File: src/rtl/instr_fetch_reg_if.sv
// Instruction-memory read port for the fetch stage.
// The request side holds im_req/im_addr until it sees im_ack.
interface instr_fetch_reg_if;
  logic        im_req;
  logic [31:0] im_addr;
  logic        im_ack;
  logic [31:0] im_rdata;

  modport master (
    output im_req,
    output im_addr,
    input  im_ack,
    input  im_rdata
  );

  modport slave (
    input  im_req,
    input  im_addr,
    output im_ack,
    output im_rdata
  );
endinterface

File: src/rtl/instr_fetch_reg.sv
// Multi-cycle MIPS fetch stage and instruction register.
// Issues one memory read per fetch_start and holds the fetched word.
module instr_fetch_reg #(
  parameter int          TIMEOUT     = 255,
  parameter logic [31:0] RESET_INSTR = 32'h0000_0000
) (
  input  logic                      clk,
  input  logic                      rst,
  input  logic                      fetch_start,
  input  logic [31:0]               pc_in,
  instr_fetch_reg_if.master         im,
  output logic                      busy,
  output logic                      ir_valid,
  output logic                      fetch_err,
  output logic                      misaligned,
  output logic [31:0]               instr,
  output logic [5:0]                op,
  output logic [4:0]                rs,
  output logic [4:0]                rt,
  output logic [4:0]                rd,
  output logic [4:0]                shamt,
  output logic [5:0]                funct,
  output logic [15:0]               imm16,
  output logic [25:0]               addr26
);

  typedef enum logic [1:0] {
    IDLE,
    REQ,
    ERR
  } state_t;

  localparam logic [7:0] LAST = 8'(TIMEOUT - 1);

  state_t     state;
  logic [7:0] cnt;

  always_ff @(posedge clk) begin
    if (!rst) begin
      state      <= IDLE;
      instr      <= RESET_INSTR;
      im.im_req  <= 1'b0;
      im.im_addr <= 32'h0;
      busy       <= 1'b0;
      ir_valid   <= 1'b0;
      fetch_err  <= 1'b0;
      misaligned <= 1'b0;
      cnt        <= 8'h0;
    end else begin
      ir_valid <= 1'b0;
      case (state)
        IDLE: begin
          if (fetch_start) begin
            if (pc_in[1:0] == 2'b00) begin
              state      <= REQ;
              im.im_req  <= 1'b1;
              im.im_addr <= pc_in;
              busy       <= 1'b1;
              cnt        <= 8'h0;
            end else begin
              state      <= ERR;
              fetch_err  <= 1'b1;
              misaligned <= 1'b1;
            end
          end
        end
        REQ: begin
          // an ack on the last allowed cycle still counts as success
          if (im.im_ack) begin
            state     <= IDLE;
            instr     <= im.im_rdata;
            ir_valid  <= 1'b1;
            im.im_req <= 1'b0;
            busy      <= 1'b0;
          end else if (cnt == LAST) begin
            state     <= ERR;
            fetch_err <= 1'b1;
            im.im_req <= 1'b0;
            busy      <= 1'b0;
          end else begin
            cnt <= cnt + 8'h1;
          end
        end
        ERR: begin
          im.im_req <= 1'b0;
          busy      <= 1'b0;
        end
        default: begin
          state <= ERR;
        end
      endcase
    end
  end

  assign op     = instr[31:26];
  assign rs     = instr[25:21];
  assign rt     = instr[20:16];
  assign rd     = instr[15:11];
  assign shamt  = instr[10:6];
  assign funct  = instr[5:0];
  assign imm16  = instr[15:0];
  assign addr26 = instr[25:0];

endmodule
File: src/flat_wrapper.sv
// flat-port wrapper written by rule: the top's interface ports become plain ports
module instr_fetch_reg_flat 
#(
  parameter int          TIMEOUT     = 255,
  parameter logic [31:0] RESET_INSTR = 32'h0000_0000
)
  (clk, rst, fetch_start, pc_in, busy, ir_valid, fetch_err, misaligned, instr, op, rs, rt, rd, shamt, funct, imm16, addr26, im_im_req, im_im_addr, im_im_ack, im_im_rdata);
  instr_fetch_reg_if im_i ();
  input  logic clk;
  input  logic rst;
  input  logic fetch_start;
  input  logic [31:0] pc_in;
  output logic busy;
  output logic ir_valid;
  output logic fetch_err;
  output logic misaligned;
  output logic [31:0] instr;
  output logic [5:0] op;
  output logic [4:0] rs;
  output logic [4:0] rt;
  output logic [4:0] rd;
  output logic [4:0] shamt;
  output logic [5:0] funct;
  output logic [15:0] imm16;
  output logic [25:0] addr26;
  output wire logic [$bits(im_i.im_req)-1:0] im_im_req;
  output wire logic [$bits(im_i.im_addr)-1:0] im_im_addr;
  input wire logic [$bits(im_i.im_ack)-1:0] im_im_ack;
  input wire logic [$bits(im_i.im_rdata)-1:0] im_im_rdata;
  assign im_im_req = im_i.im_req;
  assign im_im_addr = im_i.im_addr;
  assign im_i.im_ack = im_im_ack;
  assign im_i.im_rdata = im_im_rdata;
  instr_fetch_reg #(.TIMEOUT(TIMEOUT), .RESET_INSTR(RESET_INSTR)) u_core (.clk(clk), .rst(rst), .fetch_start(fetch_start), .pc_in(pc_in), .im(im_i), .busy(busy), .ir_valid(ir_valid), .fetch_err(fetch_err), .misaligned(misaligned), .instr(instr), .op(op), .rs(rs), .rt(rt), .rd(rd), .shamt(shamt), .funct(funct), .imm16(imm16), .addr26(addr26));
endmodule
File: config.mk
export PLATFORM = sky130hd
export DESIGN_NAME = instr_fetch_reg_flat
export DESIGN_NICKNAME = d
export VERILOG_FILES = /design/src/rtl/instr_fetch_reg_if.sv /design/src/rtl/instr_fetch_reg.sv /design/src/flat_wrapper.sv
export SDC_FILE = /design/constraint.sdc
export NUM_CORES = 1
export LEC_CHECK = 0
export CAP_MARGIN = 10
export CORE_AREA = 2 2 82 84
export CTS_BUF_LIST = sky130_fd_sc_hd__clkbuf_4 sky130_fd_sc_hd__clkbuf_8
export DETAILED_ROUTE_END_ITERATION = 10
export DIE_AREA = 0 0 84 86
export DONT_BUFFER_PORTS = 1
export HOLD_SLACK_MARGIN = 0.15
export PLACE_DENSITY = 0.72
export SYNTH_ARGS = -nofsm -noshare
export SYNTH_HDL_FRONTEND = slang
export SYNTH_SLANG_ARGS = --single-unit
File: constraint.sdc
create_clock -name clk -period 2.3 [get_ports clk]
set_input_delay 0.46 -clock clk [delete_from_list [all_inputs] [get_ports clk]]
set_output_delay 0.46 -clock clk [all_outputs]
set_load 0.01 [all_outputs]
==> metrics.md, run 1 <==
| Metric | Value |
|---|---|
| Status | finished clean |
| Clock group share of total power | 0.352 |
| Grt total ovfl | 0 |
| Crit end category | flip-flop |
| Sum Neg Setup Slack | 0 ns |
| Row Count | 29 |
| Psw | 0.000932 W |
| Die area | 7220 um2 |
| Number of port buffers | 0 |
| Combinational share of power | 0.130 |
| Worst vdd ir | 0.000734 V |
| Post-Syn Area | 3570 um2 |
| WP data required | 2.58 ns |
| All-Layer GR Usage | 0.198 |
| DR DRC count | 0 |
| Sw Ratio | 0.307 |
| Hold Fails Final Rpt | 0 |
| Number of vias per cell | 5.62 |
| Via Count | 2559 |
| GPL Wtd Cong | 0.920 |
| Crit-path slowest cell | ha_1 |
| Most common cell after layout, fill and taps aside | nand2_1 |
| Worst-path clk slew | 0.09 ns |
| Simple-Gate Fraction of Synth Area | 0.196 |
| Fmax | 568 MHz |
| PwrDens | 930 nW/um2 |
| Initial antenna violation count | 0 |
| Synth Register Bits | 78 |
| First-pass GRT wire length | 11500 um |
| Wirelength per Cell | 16.2 um |
| CTS tree | built |
| Ant diodes | 0 |
| Core area | 6280 um2 |
| Clock Tree Buf Depth | 2 |
| Crit path cell chain | inv_1 > ha_1 > nand2_1 > nor3_2 > buf_4 > nand2_1 > a21oi_1 |
| Finish-stage setup viols | 0 |
| Critical path launch point type | flip-flop |
| Die Ht | 86 um |
| Synth warnings | 0 |
| Area Growth Syn to Fin | -8.45% |
| Gate Count Post-Synth | 455 |
| Register area share after synthesis | 0.438 |
| Clk sinks | 78 |
| Htree depth | 3 |
| Largest net degree at the start of global routing | 36 |
| Hold Crit Class | input port to flip-flop |
| DP HPWL | 5360 um |
| Chip width | 84 um |
| # resized after CTS | 0 |
| Reg power frac | 0.518 |
| Final min period | 1.76 ns |
| Avg Inst Size Synth | 7.84 um2 |
| Starting Density | 0.568 |
| Int Pwr | 0.00211 W |
| Initial DRT Pass Iterations | 4 |
| Post-CTS Setup Inserts | 0 |
| DRT Wirelength | 7390 um |
| Synth Area in Adders | 0.0210 |
| Share of layout cells above drive strength 1 | 0.0741 |
| Root buffer cell | clkbuf_8 |
| # IOs | 211 |
| Unrepaired setup endpoints after global routing | no |
| Worst-Margin Slew | 0.538 ns |
| Post-synthesis xor/xnor area fraction | 0 |
| Hold_ws | 0.235 ns |
| Pins Over Slew Limit | 0 |
| Final period util | 0.766 |
| Most used cell, CP | nand2_1 |
| Main combinational cell family by area after synthesis | simple AND/OR/NAND/NOR gates |
| Vias in the first global route | 2398 |
| Initial DRC Count | 109 |
| Nets | 447 |
| ANT nets after route | 0 |
| Layout Skew | 0.0108 ns |
| Worst-path fanout max | 30 |
| Pleak | 1.12 nW |
| Synth Net Count | 529 |
| FILL cells | 621 |
| Crit path arrival time | 2.04 ns |
| Num CTS Buffers | 9 |
| CTS Hold Bufs | 0 |
| CP peak stage delay | 0.39 ns |
| Kind of critical path | flip-flop to flip-flop |
| Max_slew headroom | 0.641 |
| Mux contribution to synthesized area | 0.00842 |
| Clock latency on the worst-skew pair | 0.34 ns |
| Post-synthesis compound-gate area fraction | 0.144 |
| Synth unique cells | 33 |
| Most frequent cells in the layout | nand2_1, dfxtp_1, a21oi_1, nor2_1, nand3_1 |
| Max-cap viol count | 0 |
[critical path: cells and delay by family, from the launching register on]
family	cells	cell delay [ns]
flops	1	0.35
fa+ha+maj	1	0.39
buf+inv	2	0.41
compound gates	1	0.13
simple gates	3	0.42
[cells by family (layout without fill, tap and decap cells)]
kind of cell,Yosys count,count (layout)
DFF,78,78
and+or+nand+nor,171,171
adders and majority gates,6,6
AOI/OAI and AO/OA,90,90
buffers and inverters,107,30
muxes,3,3
[path summary, 6_finish.rpt]
kind                                      startpoint               endpoint  slack [ns]  depth (start not counted)
worst min register to register  u_core.im.im_addr[3]   u_core.im.im_addr[3]        0.51                          2
worst max register to register       u_core.state[0]  u_core.im.im_addr[14]        0.54                          7
worst min-delay path                       pc_in[19]  u_core.im.im_addr[19]        0.24                          2
worst max-delay path                 u_core.state[0]  u_core.im.im_addr[14]        0.54                          7
[cell usage after synthesis, drive strengths merged]
| library cell | count | share of area |
|---|---|---|
| a211o | 2 | 0.0049 |
| a211oi | 2 | 0.0077 |
| a21o | 1 | 0.0021 |
| a21oi | 66 | 0.093 |
| a31oi | 7 | 0.012 |
| a32oi | 1 | 0.0025 |
| a41oi | 1 | 0.0025 |
| and2 | 1 | 0.0018 |
| and3 | 4 | 0.0070 |
| and4 | 1 | 0.0025 |
| buf | 79 | 0.16 |
| clkbuf | 20 | 0.021 |
| dfxtp | 78 | 0.44 |
| ha | 6 | 0.021 |
| inv | 8 | 0.0084 |
| mux2i | 3 | 0.0084 |
| nand2 | 136 | 0.14 |
| nand2b | 2 | 0.0035 |
| nand3 | 11 | 0.015 |
| nand3b | 1 | 0.0021 |
| nand4 | 2 | 0.0035 |
| nor2 | 11 | 0.012 |
| nor3 | 1 | 0.0014 |
| o21ai | 3 | 0.0042 |
| o22ai | 3 | 0.0053 |
| o31ai | 4 | 0.0098 |
| or3b | 1 | 0.0032 |
[sequential cells by signal, summed over array words and instances, names as in the netlist]
signal and count:
u_core.im.im_addr 32, u_core.instr 32, u_core.cnt 8, u_core.state 2, u_core.fetch_err 1, u_core.im.im_req 1, u_core.ir_valid 1, u_core.misaligned 1
[routing by layer]
layer / share of wire / vias up / track usage
li1: - / 1253 / -
met1: 0.39 / 1159 / 0.219
met2: 0.50 / 141 / 0.331
met3: 0.10 / 6 / 0.102
met4: 0.0088 / 0 / 0.0689
met5: 0 / - / 0
[per-stage QoR]
stage / setup WS, ns / power (W) / utilization / instance area (um2) / cells
2_1_floorplan: 0.646 / 0.00199 / - / 3570 / 455
3_3_place_gp: 0.632 / 0.00198 / 0.487 / 3050 / 439
3_5_place_dp: 0.542 / 0.00200 / 0.487 / 3050 / 439
4_1_cts: 0.521 / 0.00309 / 0.520 / 3270 / 455
5_1_grt: 0.287 / 0.00321 / 0.520 / 3270 / 455
6_report: 0.539 / 0.00304 / 0.520 / 3270 / 455
[area by class of cell]
type	instances	area (um2)	share of cell area
multi-input combinational	270	1320	0.405
clock inverter	7	87.6	0.0268
sequential	78	1560	0.478
inverter	8	30.0	0.00920
tap	77	96.3	0.0295
clock buffer	9	124	0.0379
timing repair buffer	6	45.0	0.0138
[power groups by stage]
stage | sequential (W) | clock, W | combinational, W
after floorplan | 0.00155 | 0 | 0.000445
after global placement | 0.00160 | 0 | 0.000380
after detailed placement | 0.00161 | 0 | 0.000394
after CTS | 0.00158 | 0.00112 | 0.000396
after global routing | 0.00159 | 0.00117 | 0.000451
final | 0.00157 | 0.00107 | 0.000394
Note: power is estimated with default switching activity, not from simulation.
==> inputs of run 2 (changes only) <==
CORE_AREA = not set   (was 2 2 82 84)
CORE_MARGIN = 2   (was not set)
CORE_UTILIZATION = 59   (was not set)
DIE_AREA = not set   (was 0 0 84 86)
PLACE_DENSITY = 0.78   (was 0.72)
clock period = 1.55 ns   (was 2.3 ns; I/O delays follow)
==> metrics.md, run 2 (synthesis results as in run 1) <==
| Metric | Value |
|---|---|
| Status | finished clean |
| Via Count | 2986 (+17%) |
| Num CTS Buffers | 9 (unchanged) |
| Worst-Margin Slew | 0.535 ns (-0.00254 ns) |
| Number of vias per cell | 5.63 (+0.17%) |
| Worst-path fanout max | 15 (-50%) |
| Most common cell after layout, fill and taps aside | nand2_1 |
| DP HPWL | 5350 um (-0.30%) |
| Nets | 524 (+17%) |
| Area Growth Syn to Fin | 16.9% |
| PwrDens | 1180 nW/um2 (+27%) |
| Worst-path clk slew | 0.09 ns (about the same) |
| Core area | 5890 um2 (-6.2%) |
| Final WS setup | 0.0674 ns (-0.472 ns) |
| Initial antenna violation count | 0 (unchanged) |
| Initial DRT Pass Iterations | 5 (+1) |
| Hold Fails Final Rpt | 0 (unchanged) |
| GPL Wtd Cong | 0.884 (-3.8%) |
| Wirelength per Cell | 17.4 um (+7.1%) |
| Clk sinks | 78 (unchanged) |
| Row Count | 28 (-3.4%) |
| Initial DRC Count | 136 (+25%) |
| RR Startpoint | u_core.state[0] |
| DRT Wirelength | 9220 um (+25%) |
| Post-route design area | 4170 um2 (+28%) |
| Die area | 6680 um2 (-7.5%) |
| Kind of critical path | flip-flop to flip-flop |
| CTS tree | built |
| First-pass GRT wire length | 13000 um (+13%) |
| Chip width | 81.8 um (-2.7%) |
| Starting Density | 0.606 (+0.0378) |
| Pleak | 1.51 nW (+34%) |
| Clock Tree Buf Depth | 2 (unchanged) |
| Ant diodes | 0 (unchanged) |
| Unrepaired setup endpoints after global routing | yes |
| Hold Path End | u_core.cnt[6] |
| R2R Path End | u_core.im.im_addr[21] |
| Hold Crit Class | input port to flip-flop |
| Fmax | 674 MHz (+19%) |
| Max-cap viol count | 0 (unchanged) |
| Largest net degree at the start of global routing | 51 (+42%) |
| All-Layer GR Usage | 0.256 (+0.0576) |
| ANT nets after route | 0 (unchanged) |
| Setup WS pre-CTS | -0.0796 ns (-0.621 ns) |
| Die Ht | 81.8 um (-4.9%) |
| Top flop regs | u_core.im.im_addr x32, u_core.instr x32, u_core.cnt x8 |
| Worst vdd ir | 0.000882 V (+20%) |
| Finish-stage setup viols | 0 (unchanged) |
| Max_slew headroom | 0.643 (+0.00218) |
| Min-Delay Path Depth | 2 (unchanged) |
| # IOs | 211 (unchanged) |
| Final min period | 1.48 ns (-0.278 ns) |
| Final period util | 0.957 (+0.191) |
| Register-to-register setup slack | 0.07 ns (-0.47 ns) |
| WP data required | 1.81 ns (-0.77 ns) |
| Critical path launch point type | flip-flop |
| DR DRC count | 0 (unchanged) |
| Pins Over Slew Limit | 0 (unchanged) |
| Crit end category | flip-flop |
| Placed Area | 3170 um2 (+3.8%) |
| Grt total ovfl | 0 (unchanged) |
| Layout Skew | 0.0110 ns (+0.000182 ns) |
| Root buffer cell | clkbuf_8 |
| Clock latency on the worst-skew pair | 0.34 ns (about the same) |
| Most frequent cells in the layout | nand2_1, dfxtp_1, dlygate4sd3_1, a21oi_1, nand3_1 |
| Crit path arrival time | 1.74 ns (-0.30 ns) |
| FILL cells | 430 (-31%) |
| Vias in the first global route | 2767 (+15%) |
| Share of layout cells above drive strength 1 | 0.130 (+0.0556) |
| Htree depth | 3 (unchanged) |
| Number of port buffers | 0 (unchanged) |
| Reg2reg path depth | 9 (+2) |
| Hold path start | rst |
run 2: cell types whose count changed in the layout (fill, tap and decap cells not counted), moves of 3 or more:
cell,delta
a21oi_1,-4
buf_4,+4
buf_6,+5
buf_12,+3
dfxtp_1,-3
a21oi_2,+4
dlygate4sd3_1,+63
run 2: report_power, final:
part | internal, W | switching, W
logic | 0.000497 | 0.000486
clock network | 0.000767 | 0.000809
registers | 0.00213 | 0.000225
run 2: what timing repair did:
item	4_1_cts	5_1_grt
gates resized for setup	11	18
setup buffers	1	2
hold buffers	62	1
hold endpoints to repair	71	1
cloned	1	1
pin swaps	4	7
setup endpoints to repair	37	41
run 2: worst max-delay path, cell delays in order, from the launching register on:
cell	delay [ns]
dfxtp_4	0.38
inv_4	0.06
ha_4	0.15
buf_6	0.12
nand2_4	0.06
nor3_4	0.15
buf_6	0.13
buf_12	0.13
nand2_1	0.07
a21oi_1	0.16
run 2: worst max-delay path by stage:
stage,cells after the start,start,endpoint
after floorplan,8,u_core.state[1],u_core.cnt[5]
after global placement,6,u_core.state[0],u_core.cnt[5]
after detailed placement,6,u_core.state[0],u_core.cnt[5]
after CTS,8,u_core.state[0],u_core.im.im_addr[10]
after global routing,9,u_core.state[0],u_core.im.im_addr[29]
final,9,u_core.state[0],u_core.im.im_addr[21]
run 2: per-stage QoR:
| step | TNS [ns] | utilization | total power (W) | std cells | hold WS, ns |
|---|---|---|---|---|---|
| 3_5_place_dp | -0.643 | 0.539 | 0.00306 | 446 | 0.453 |
| 5_1_grt | -0.0189 | 0.708 | 0.00514 | 530 | 0.192 |
| 6_report | 0 | 0.708 | 0.00492 | 530 | 0.198 |
| 2_1_floorplan | -0.104 | - | 0.00298 | 455 | 0.446 |
| 3_3_place_gp | -0.00459 | 0.539 | 0.00303 | 446 | 0.448 |
| 4_1_cts | -0.206 | 0.692 | 0.00484 | 526 | 0.0885 |
run 2: metal layers:
layer	track usage	part of all wire	routed length, um
met2	0.455	0.51	4710
met5	0	0	0
met3	0.0868	0.095	878
met4	0.105	0.017	161
met1	0.276	0.38	3470
run 2: final cells by class:
class / instances / area [um2] / share of cell area
clock buffers: 9 / 124 / 0.0297
repair buffers: 83 / 875 / 0.210
well taps: 75 / 93.8 / 0.0225
flip-flops and latches: 78 / 1570 / 0.377
inverters: 8 / 35.0 / 0.00840
clock inverters: 7 / 80.1 / 0.0192
multi-input cells: 270 / 1390 / 0.334
